**src/rtl/lsu_mem_stage.sv**
```systemverilog
// lsu_mem_stage: MEM-stage load/store unit for a pipelined RISC-V datapath.
// Runs one memory access per EX/MEM request over a req/ack data-memory bus.
// The pipeline is stalled until the access completes or times out. Load data
// is returned aligned and sign/zero-extended.
//
// Parameters:
//   TIMEOUT     max REQ cycles waited for dmem_ack before bus_error (1..255)
// Ports:
//   clock, reset        rising-edge clock, synchronous active-high reset
//   mem_read/mem_write  access request from EX/MEM (write wins)
//   funct3              000 B, 001 H, 010 W, 100 BU, 101 HU, others W
//   alu_result          byte address
//   write_data          store data (rs2)
//   dmem_rdata/dmem_ack memory read word and 1-cycle completion pulse
//   stall               combinational pipeline freeze
//   read_data           registered load result to MEM/WB
//   dmem_req/we/addr/wdata/be  registered memory request
//   bus_error           1-cycle pulse on timeout
//   misalign            1-cycle pulse on a trapped misaligned access
// Build option:
//   LSU_MISALIGN_TRAP_EN  defined: misaligned H/W accesses are trapped (no
//                         request, misalign pulse). Undefined: the address is
//                         forced aligned and misalign is tied low.
module lsu_mem_stage #(
   parameter int unsigned TIMEOUT = 16
) (
   input  logic        clock,
   input  logic        reset,
   input  logic        mem_read,
   input  logic        mem_write,
   input  logic [2:0]  funct3,
   input  logic [31:0] alu_result,
   input  logic [31:0] write_data,
   input  logic [31:0] dmem_rdata,
   input  logic        dmem_ack,
   output logic        stall,
   output logic [31:0] read_data,
   output logic        dmem_req,
   output logic        dmem_we,
   output logic [31:0] dmem_addr,
   output logic [31:0] dmem_wdata,
   output logic [3:0]  dmem_be,
   output logic        bus_error,
   output logic        misalign
);

   typedef enum logic [1:0] {S_IDLE, S_REQ, S_DONE} state_t;

   state_t      r_state, w_next;
   logic [7:0]  r_cnt;
   logic [2:0]  r_f3;
   logic [1:0]  r_off;
   logic        w_access, w_start, w_is_b, w_is_h, w_timeout;
   logic [1:0]  w_off;
   logic [3:0]  w_be;
   logic [31:0] w_wdata, w_load;
   logic [7:0]  w_byte;
   logic [15:0] w_half;

   assign w_access  = mem_read | mem_write;
   assign w_is_b    = (funct3 == 3'b000) || (funct3 == 3'b100);
   assign w_is_h    = (funct3 == 3'b001) || (funct3 == 3'b101);
   assign w_timeout = (r_cnt == 8'(TIMEOUT - 1));

`ifdef LSU_MISALIGN_TRAP_EN
   logic w_mis, r_hold, r_misalign;
   assign w_mis    = (w_is_h & alu_result[0]) |
                     (~w_is_b & ~w_is_h & (alu_result[1:0] != 2'b00));
   // After a trap the same access stays on the inputs until the pipeline
   // flushes it; r_hold blocks it from re-trapping or being issued.
   assign w_start  = (r_state == S_IDLE) & w_access & ~w_mis & ~r_hold;
   assign misalign = r_misalign;
`else
   assign w_start  = (r_state == S_IDLE) & w_access;
   assign misalign = 1'b0;
`endif

   // Lane offset: half accesses drop bit 0 and words drop both bits, which is
   // the forced alignment in the default build and a no-op when trapping.
   always_comb begin
      w_off   = 2'b00;
      w_be    = 4'b1111;
      w_wdata = write_data;
      if (w_is_b) begin
         w_off   = alu_result[1:0];
         w_be    = 4'b0001 << alu_result[1:0];
         w_wdata = {4{write_data[7:0]}};
      end else if (w_is_h) begin
         w_off   = {alu_result[1], 1'b0};
         w_be    = alu_result[1] ? 4'b1100 : 4'b0011;
         w_wdata = {2{write_data[15:0]}};
      end
   end

   always_comb begin
      w_byte = dmem_rdata[7:0];
      case (r_off)
         2'd1:    w_byte = dmem_rdata[15:8];
         2'd2:    w_byte = dmem_rdata[23:16];
         2'd3:    w_byte = dmem_rdata[31:24];
         default: w_byte = dmem_rdata[7:0];
      endcase
      w_half = r_off[1] ? dmem_rdata[31:16] : dmem_rdata[15:0];
      case (r_f3)
         3'b000:  w_load = {{24{w_byte[7]}}, w_byte};
         3'b100:  w_load = {24'd0, w_byte};
         3'b001:  w_load = {{16{w_half[15]}}, w_half};
         3'b101:  w_load = {16'd0, w_half};
         default: w_load = dmem_rdata;
      endcase
   end

   always_ff @(posedge clock) begin
      if (reset) r_state <= S_IDLE;
      else       r_state <= w_next;
   end

   always_comb begin
      w_next = r_state;
      stall  = 1'b0;
      case (r_state)
         S_IDLE: begin
            stall = w_start;
            if (w_start) w_next = S_REQ;
         end
         S_REQ: begin
            stall = 1'b1;
            if (dmem_ack || w_timeout) w_next = S_DONE;
         end
         S_DONE:  w_next = S_IDLE;
         default: w_next = S_IDLE;
      endcase
   end

   always_ff @(posedge clock) begin
      if (reset) begin
         r_cnt      <= '0;
         r_f3       <= '0;
         r_off      <= '0;
         read_data  <= '0;
         dmem_req   <= 1'b0;
         dmem_we    <= 1'b0;
         dmem_addr  <= '0;
         dmem_wdata <= '0;
         dmem_be    <= '0;
         bus_error  <= 1'b0;
`ifdef LSU_MISALIGN_TRAP_EN
         r_hold     <= 1'b0;
         r_misalign <= 1'b0;
`endif
      end else begin
         bus_error <= 1'b0;
`ifdef LSU_MISALIGN_TRAP_EN
         r_misalign <= 1'b0;
         if (r_state == S_IDLE) begin
            r_misalign <= w_access & w_mis & ~r_hold;
            r_hold     <= w_access & (r_hold | w_mis);
         end
`endif
         case (r_state)
            S_IDLE: begin
               if (w_start) begin
                  dmem_req   <= 1'b1;
                  dmem_we    <= mem_write;
                  dmem_addr  <= {alu_result[31:2], 2'b00};
                  dmem_wdata <= w_wdata;
                  dmem_be    <= w_be;
                  r_f3       <= funct3;
                  r_off      <= w_off;
                  r_cnt      <= '0;
               end
            end
            S_REQ: begin
               if (dmem_ack) begin
                  dmem_req <= 1'b0;
                  if (!dmem_we) read_data <= w_load;
               end else if (w_timeout) begin
                  dmem_req  <= 1'b0;
                  bus_error <= 1'b1;
                  if (!dmem_we) read_data <= '0;
               end else begin
                  r_cnt <= r_cnt + 8'd1;
               end
            end
            default: ;
         endcase
      end
   end

endmodule
```
**config.mk**
```make
export PLATFORM = sky130hd
export DESIGN_NAME = lsu_mem_stage
export DESIGN_NICKNAME = d
export VERILOG_FILES = /design/src/rtl/lsu_mem_stage.sv
export SDC_FILE = /design/constraint.sdc
export NUM_CORES = 1
export LEC_CHECK = 0
export ABC_AREA = 1
export CAP_MARGIN = 10
export CORE_ASPECT_RATIO = 0.75
export CORE_MARGIN = 1.5
export CORE_UTILIZATION = 36
export DETAILED_ROUTE_END_ITERATION = 10
export DONT_BUFFER_PORTS = 1
export PLACE_DENSITY = 0.5
export SLEW_MARGIN = 20
export SYNTH_ARGS = -nofsm -noshare
export SYNTH_HDL_FRONTEND = slang
export SYNTH_SLANG_ARGS = --single-unit
```
**constraint.sdc**
```tcl
create_clock -name clock -period 1.9 [get_ports clock]
set_input_delay 0.19 -clock clock [delete_from_list [all_inputs] [get_ports clock]]
set_output_delay 0.19 -clock clock [all_outputs]
set_load 0.02 [all_outputs]
```
==> reports/summary.txt, run 1 <==
STATUS
---------------------------------------------------------------------------------
Outcome                                                              finished, final reports clean

STA
---------------------------------------------------------------------------------
Hold violation count in the final report                                        0
Final setup violating endpoints                                                 0
RSZ-0062 raised after global routing                                        false
Worst path setup slack after routing                                     325.4 ps
Final period demand of the worst path                                     1575 ps
Slew at the pin closest to its max-slew limit                            748.0 ps
Fmax                                                                    635.1 MHz
Relative slew slack                                                        49.97%
Total negative slack                                                         0 ps
Number of pins with negative max-slew slack in the final report                 0
Final clock skew                                                         10.78 ps
Share of the clock period used by the worst path                           82.88%

CLOCK TREE
---------------------------------------------------------------------------------
Hold buffers post-CTS                                                          67
Number of buffers created by CTS                                               17
Maximum buffer depth of the clock tree                                          2
Worst-Skew Late Latency                                                    410 ps
TritonCTS clock tree                                                         done
Quantity of gates resized following cts                                         0
Htree depth                                                                     4
Buffers inserted by post-CTS timing repair                                      0
CTS Root Buffer Type                                                    clkbuf_16
Clk slew on worst S/H paths                                                 50 ps
Clock net sink count                                                          116

ROUTE
---------------------------------------------------------------------------------
DRT Wirelength                                                          16,360 µm
Antenna viol nets, final                                                        0
Average wire per standard cell                                           16.26 µm
DR vias/cell                                                                5.114
Initial DRC count                                                             390
Vias post-DR                                                                5,145
Number of optimization iterations in the first detailed-route pass              6
Residual DRC count                                                              0

DIE
---------------------------------------------------------------------------------
Die span in x                                                            143.0 µm
Ports                                                                         209
Overall die area                                                       15,450 µm²
Placeable core region                                                  14,410 µm²
Floorplan die height                                                     108.0 µm
Initial core utilization                                                   36.74%
Cell Rows                                                                      38

CRITICAL PATH
---------------------------------------------------------------------------------
Slowest cell on the critical path                                         dfxtp_1
Worst Setup Path Type                                                  reg -> reg
Worst setup SP type                                                     flip-flop
Critical path data required time                                          2230 ps
Worst path arrival time                                                   1910 ps
Number of buffers and inverters on the critical path                            2
Worst setup EP type                                                     flip-flop
Ordered cell list for the critical path                              nor2_1 > nand2_2 > inv_2 > buf_12 > o21ai_0 > a31oi_1
Cell class contributing the biggest share of worst-path delay        buffers and inverters
Maximum cell stage delay along the critical path                           330 ps
Critical-path maximum fanout                                                   25

LAYOUT
---------------------------------------------------------------------------------
Share of post-route cells with drive strength above 1                      10.30%
Core utilization of the finished layout                                    46.29%
Count of inserted antenna diode cells                                           0
Final net count                                                               901
Post-route design area                                                   6669 µm²
Area growth from synthesis to final layout                                 26.00%
Filler cell count in the final layout                                       1,449

POWER
---------------------------------------------------------------------------------
Maximum vdd drop                                                        0.6178 mV
Net switching share of the total power                                     30.19%
Net switching power                                                    0.002164 W
Internal power consumption                                             0.005003 W
Overall power after layout                                             0.007167 W
Part of the total power dissipated in the clock network                     42.1%
Total power density per cell area                                     1075 nW/µm²
Leakage dissipation                                                      2.729 nW
Proportion of power drawn by flip-flops and latches                         42.8%
Share of total power in combinational logic                                 15.1%

LOGIC SYNTHESIS
---------------------------------------------------------------------------------
Share of the synthesized netlist area taken by xor and xnor gates              0%
Yosys warning count                                                             0
Compound-cell area share of the yosys netlist                              19.60%
Synth Area per Inst                                                     7.114 µm²
Post-synthesis simple-gate area fraction                                   27.38%
Combinational family with the most area after synthesis              simple AND/OR/NAND/NOR gates
Adder-cell share of the synthesized area                                  0.2364%
Count of distinct cell types in the synthesized netlist                        38
Number of flops mapped to enable cells by yosys                                 0
Number of instances in the synthesized netlist                                744
Multiplexer area fraction after synthesis                                      0%
#FFs+latches synth                                                            116
Post-synth top flop                                                       dfxtp_1
Netlist area before placement                                            5293 µm²
Post-synthesis async set-or-reset flop share                                   0%
Register area share after synthesis                                        43.88%

PLACE
---------------------------------------------------------------------------------
HPWL reported at the end of detailed placement                          11,140 µm
Setup Slack @ Placement                                                  294.2 ps
Area after detailed placement                                            5435 µm²
Routability Congestion                                                     0.8911
Port-buffer cells                                                               0

GLOBAL ROUTING
---------------------------------------------------------------------------------
Pin count of the biggest net entering global routing                           64
Number of global-route vias before repair                                   5,018
Wire length of the first global-routing pass                            25,650 µm
Initial antenna violation count                                                 0
Overall routing resource usage                                             21.41%
Overflow after GRT                                                              0

HOLD PATH
---------------------------------------------------------------------------------
Worst hold path class                                                   in -> reg

FLOW RUN
---------------------------------------------------------------------------------
MaxCap Viol Count                                                               0

-- registers in the layout (all words and copies together) (netlist names) --
signal	flops
read_data	32
r_cnt	8
r_f3	3
dmem_be	4
dmem_we	1
r_state	2
bus_error	1
dmem_addr	30
r_off	2
dmem_req	1
dmem_wdata	32
-- synth_stat cells, types with 3 or more instances --
master | n | share of area [%]
nor2_1 | 133 | 9.4
nand2_1 | 131 | 9.3
dfxtp_1 | 116 | 44
o21ai_0 | 83 | 7.8
a21oi_1 | 52 | 4.9
nand3_1 | 50 | 4.7
inv_1 | 48 | 3.4
clkbuf_1 | 20 | 1.4
a21oi_2 | 17 | 2.8
buf_2 | 17 | 1.6
a31oi_1 | 14 | 1.7
o211ai_1 | 7 | 0.99
or2_2 | 7 | 0.83
buf_4 | 5 | 0.71
nand4_1 | 5 | 0.59
buf_6 | 4 | 0.85
clkinv_1 | 3 | 0.21
inv_2 | 3 | 0.21
nand2_2 | 3 | 0.35
-- final timing paths --
kind               from  slack, ps  cells past startpoint             end
max          r_state[1]        330                      6  dmem_wdata[31]
max reg2reg  r_state[1]        330                      6  dmem_wdata[31]
min reg2reg    r_cnt[0]        480                      1        r_cnt[0]
min           funct3[0]         30                      2         r_f3[0]
-- worst register-to-register path: stages, from the launching register on --
cell,delay [ps]
dfxtp_1,330
nor2_1,180
nand2_2,170
inv_2,290
buf_12,210
o21ai_0,130
a31oi_1,180
-- power by group through the flow --
stage	clock network, W	registers [W]	logic [W]
3_5_place_dp	0	0.00312	0.000934
3_3_place_gp	0	0.00311	0.000908
2_1_floorplan	0	0.00306	0.000773
4_1_cts	0.00307	0.00307	0.00108
5_1_grt	0.00320	0.00309	0.00122
6_report	0.00302	0.00307	0.00108
-- per-layer routing --
metal / wire, µm / GRT usage (%) / vias up / part of all wire, %
li1: - / - / 2540 / -
met1: 7307 / 26.69 / 2366 / 45
met2: 7382 / 33.71 / 210 / 45
met3: 1358 / 7.795 / 29 / 8.3
met4: 309 / 8.468 / 0 / 1.9
met5: 0 / 0 / - / 0
-- layout make-up --
cell class	count	area, µm²	area share [%]
Multi-Input combinational cell	527	2512	37.67
Sequential cell	116	2322	34.82
Timing Repair Buffer	80	828.3	12.42
Clock buffer	25	505.5	7.580
Tap cell	200	250.2	3.752
Inverter	54	202.7	3.039
Clock inverter	4	47.55	0.7129
-- through the flow --
stage / hold slack, ps / std cells
floorplan: 328.7 / 746
global placement: 261.4 / 910
detailed placement: 265.6 / 910
CTS: 3.095 / 1006
global route: 14.94 / 1006
finish: 25.54 / 1006
-- placed cells by master, fill, tap and decap left out, types with 3 or more instances in the layout --
cell / count
nand2_1: 130
o21ai_0: 83
dlygate4sd3_1: 66
clkbuf_1: 3
nand2_2: 4
o211ai_1: 7
buf_4: 9
nor2_1: 133
inv_1: 46
a21oi_1: 52
buf_12: 5
or2_2: 7
dfxtp_1: 116
clkinv_1: 3
conb_1: 3
inv_2: 5
nand3_1: 50
clkbuf_8: 5
a21oi_2: 17
clkbuf_16: 17
nand4_1: 5
a31oi_1: 14
-- cells by family (layout without fill, tap and decap cells) --
| group | count (synthesis) | count (layout) |
|---|---|---|
| compound gates | 183 | 183 |
| other cells | 1 | 3 |
| fa+ha+maj | 1 | 1 |
| buf+inv | 103 | 163 |
| simple gates | 340 | 340 |
| flops | 116 | 116 |
Note: power is estimated with default switching activity, not from simulation.
==> inputs of run 2 (changes only) <==
Settings changed: PLACE_DENSITY 0.5 to 0.52.
Clock period 1.9 ns to 1.3 ns, I/O delays scaled along.
==> run 2 against run 1 <==
The run now ends with setup timing left. Routed wire length is 9.8% higher. Clock skew decreased by 0.64 ps. Via count increased by 8.5%. Sequential share of layout area fell by 5.6 points. Register-to-register slack got worse by 440 ps. Worst hold slack got worse by 19 ps. Final cell count is 8.6% higher. Design area rose by 20%. First-iteration DRC count increased by 4.1%. Clock power is 68% higher. Flip-flop and latch count unchanged. Total power rose by 66%.
==> reports/summary.txt, run 2 (synthesis results as in run 1) <==
STATUS
---------------------------------------------------------------------------------
Outcome                                                              finished with violations
Violations in the final reports                                      setup timing

DIE
---------------------------------------------------------------------------------
Floorplan die height                                                     108.0 µm
Placeable core region                                                  14,410 µm²
Cell Rows                                                                      38
Ports                                                                         209
Initial core utilization                                                   36.74%
Overall die area                                                       15,450 µm²
Die span in x                                                            143.0 µm

CLOCK TREE
---------------------------------------------------------------------------------
Number of buffers created by CTS                                               17
TritonCTS clock tree                                                         done
Maximum buffer depth of the clock tree                                          2
Clock net sink count                                                          116
Worst-Skew Late Latency                                                    420 ps
Clk slew on worst S/H paths                                                 50 ps
Htree depth                                                                     4
CTS Root Buffer Type                                                    clkbuf_16

CRITICAL PATH
---------------------------------------------------------------------------------
Critical path data required time                                          1170 ps
Worst path arrival time                                                   1310 ps
Cell class contributing the biggest share of worst-path delay          flip-flops
Critical-path maximum fanout                                                    2
CP most frequent cell                                                       buf_6
Worst-case register-to-register setup slack                               -110 ps
Worst setup EP type                                                  primary output
Number of buffers and inverters on the critical path                            2
Worst Setup Path Type                                                  reg -> out
Maximum cell stage delay along the critical path                           360 ps
Slowest cell on the critical path                                         dfxtp_4
Ordered cell list for the critical path                              nor2_4 > nand2_2 > buf_6 > buf_6 > nand2_8
Worst setup SP type                                                     flip-flop

STA
---------------------------------------------------------------------------------
Number of pins with negative max-slew slack in the final report                 0
Final setup violating endpoints                                                42
Final period demand of the worst path                                     1440 ps
Fmax                                                                    694.4 MHz
Hold slack final                                                         6.916 ps
Final clock skew                                                         10.15 ps
Relative slew slack                                                        50.96%
Slew at the pin closest to its max-slew limit                            733.2 ps
Total negative slack                                                     -3154 ps
Hold violation count in the final report                                        0
Worst path setup slack after routing                                    -140.2 ps
RSZ-0062 raised after global routing                                         true
Share of the clock period used by the worst path                           110.8%

LAYOUT
---------------------------------------------------------------------------------
Area used by multi-input combinational logic                             2794 µm²
Final net count                                                               984
Share of post-route cells with drive strength above 1                      25.56%
Filler cell count in the final layout                                       1,329
Sequential cell area in the final layout                                 2335 µm²
Commonest non-fill, non-tap cells in the layout                      nand2_1, dfxtp_1, nor2_1
Largest registers                                                    dmem_wdata: 32 flops, read_data: 32 flops, dmem_addr: 30 flops
Most common library cell in the layout ignoring fill and taps             nand2_1
Area growth from synthesis to final layout                                 51.04%

ROUTE
---------------------------------------------------------------------------------
DRT Wirelength                                                          17,960 µm
Vias post-DR                                                                5,581
Antenna viol nets, final                                                        0
DR vias/cell                                                                5.106
Residual DRC count                                                              0
Number of optimization iterations in the first detailed-route pass              5
Initial DRC count                                                             406
Average wire per standard cell                                           16.44 µm

FLOW RUN
---------------------------------------------------------------------------------
MaxCap Viol Count                                                               0

GLOBAL ROUTING
---------------------------------------------------------------------------------
Pin count of the biggest net entering global routing                           58
Overflow after GRT                                                              0
Overall routing resource usage                                             21.98%
Initial antenna violation count                                                 0
Wire length of the first global-routing pass                            26,440 µm
Number of global-route vias before repair                                   5,155

PLACE
---------------------------------------------------------------------------------
Port-buffer cells                                                               0
HPWL reported at the end of detailed placement                          11,180 µm
Routability Congestion                                                     0.8361

POWER
---------------------------------------------------------------------------------
Maximum vdd drop                                                         1.064 mV
Total power density per cell area                                     1490 nW/µm²
Leakage dissipation                                                      3.312 nW

HOLD PATH
---------------------------------------------------------------------------------
Worst hold path class                                                   in -> reg

-- run 2: changes by cell type in the layout (fill, tap and decap cells not counted), moves of 7 or more --
cell / before / now
a21oi_2: 17 / 28
nor2_4: 2 / 12
a21oi_1: 52 / 40
buf_4: 9 / 53
dfxtp_2: 0 / 7
nor2_2: 1 / 23
o21ai_1: 2 / 31
buf_6: 0 / 10
dlygate4sd3_1: 66 / 78
dfxtp_1: 116 / 108
o21ai_0: 83 / 49
nor2_1: 133 / 101
-- run 2: per-layer routing --
layer	GRT usage (%)	up-vias	wire length (µm)
met5	0	-	0
met4	8.837	0	358
met3	6.909	40	1272
met2	34.92	198	8163
met1	27.75	2626	8169
li1	-	2717	-
-- run 2: worst paths after layout --
kind                      start             to  depth (start not counted)
hold / removal        funct3[1]     dmem_be[3]                          3
setup / recovery     r_state[1]          stall                          5
setup reg to reg     r_state[0]       r_cnt[3]                         10
hold reg to reg   read_data[22]  read_data[22]                          2
-- run 2: worst reg2reg max path, delay by kind of cell (launching register included) --
| kind | cells | cell delay, ps |
|---|---|---|
| buffers and inverters | 4 | 440 |
| AND/OR/NAND/NOR | 5 | 370 |
| flip-flops | 1 | 360 |
| AO/OA/AOI/OAI | 1 | 150 |
-- run 2: through the flow --
stage | area (µm²) | setup slack, ps | utilization (%) | cells | total power, W
floorplan | 5328 | -15.23 | - | 746 | 0.005599
global placement | 5837 | -72.90 | 40.52 | 957 | 0.006043
detailed placement | 5837 | -95.83 | 40.52 | 957 | 0.006079
CTS | 7553 | -108.4 | 52.43 | 1078 | 0.01162
global route | 7991 | -195.2 | 55.47 | 1092 | 0.01243
finish | 7994 | -140.2 | 55.49 | 1093 | 0.01191
-- run 2: cell type report --
| cell class | instances | share of cell area, % |
|---|---|---|
| Antenna cell | 1 | 0.03130 |
| Clock buffer | 18 | 5.494 |
| Clock inverter | 14 | 2.489 |
| Inverter | 54 | 2.739 |
| Multi-Input combinational cell | 527 | 34.95 |
| Sequential cell | 116 | 29.21 |
| Tap cell | 200 | 3.130 |
| Timing Repair Buffer | 162 | 21.85 |
| Timing Repair inverter | 1 | 0.1096 |
-- run 2: report_power, final --
group	leakage, nW	switching [W]	internal, W	total [W]
clock network	0.300	0.00178	0.00328	0.00506
logic	2.05	0.00127	0.00111	0.00237
registers	0.960	0.000602	0.00388	0.00448
total	3.31	0.00365	0.00826	0.0119
-- run 2: timing repair --
action / 4_1_cts / 5_1_grt
pin swaps: 5 / 26
gates cloned: 2 / 9
gates resized for setup: 46 / 98
setup buffers: 8 / 6
hold endpoints to repair: 98 / 0
setup endpoints to repair: 45 / 106
hold buffers: 79 / 0
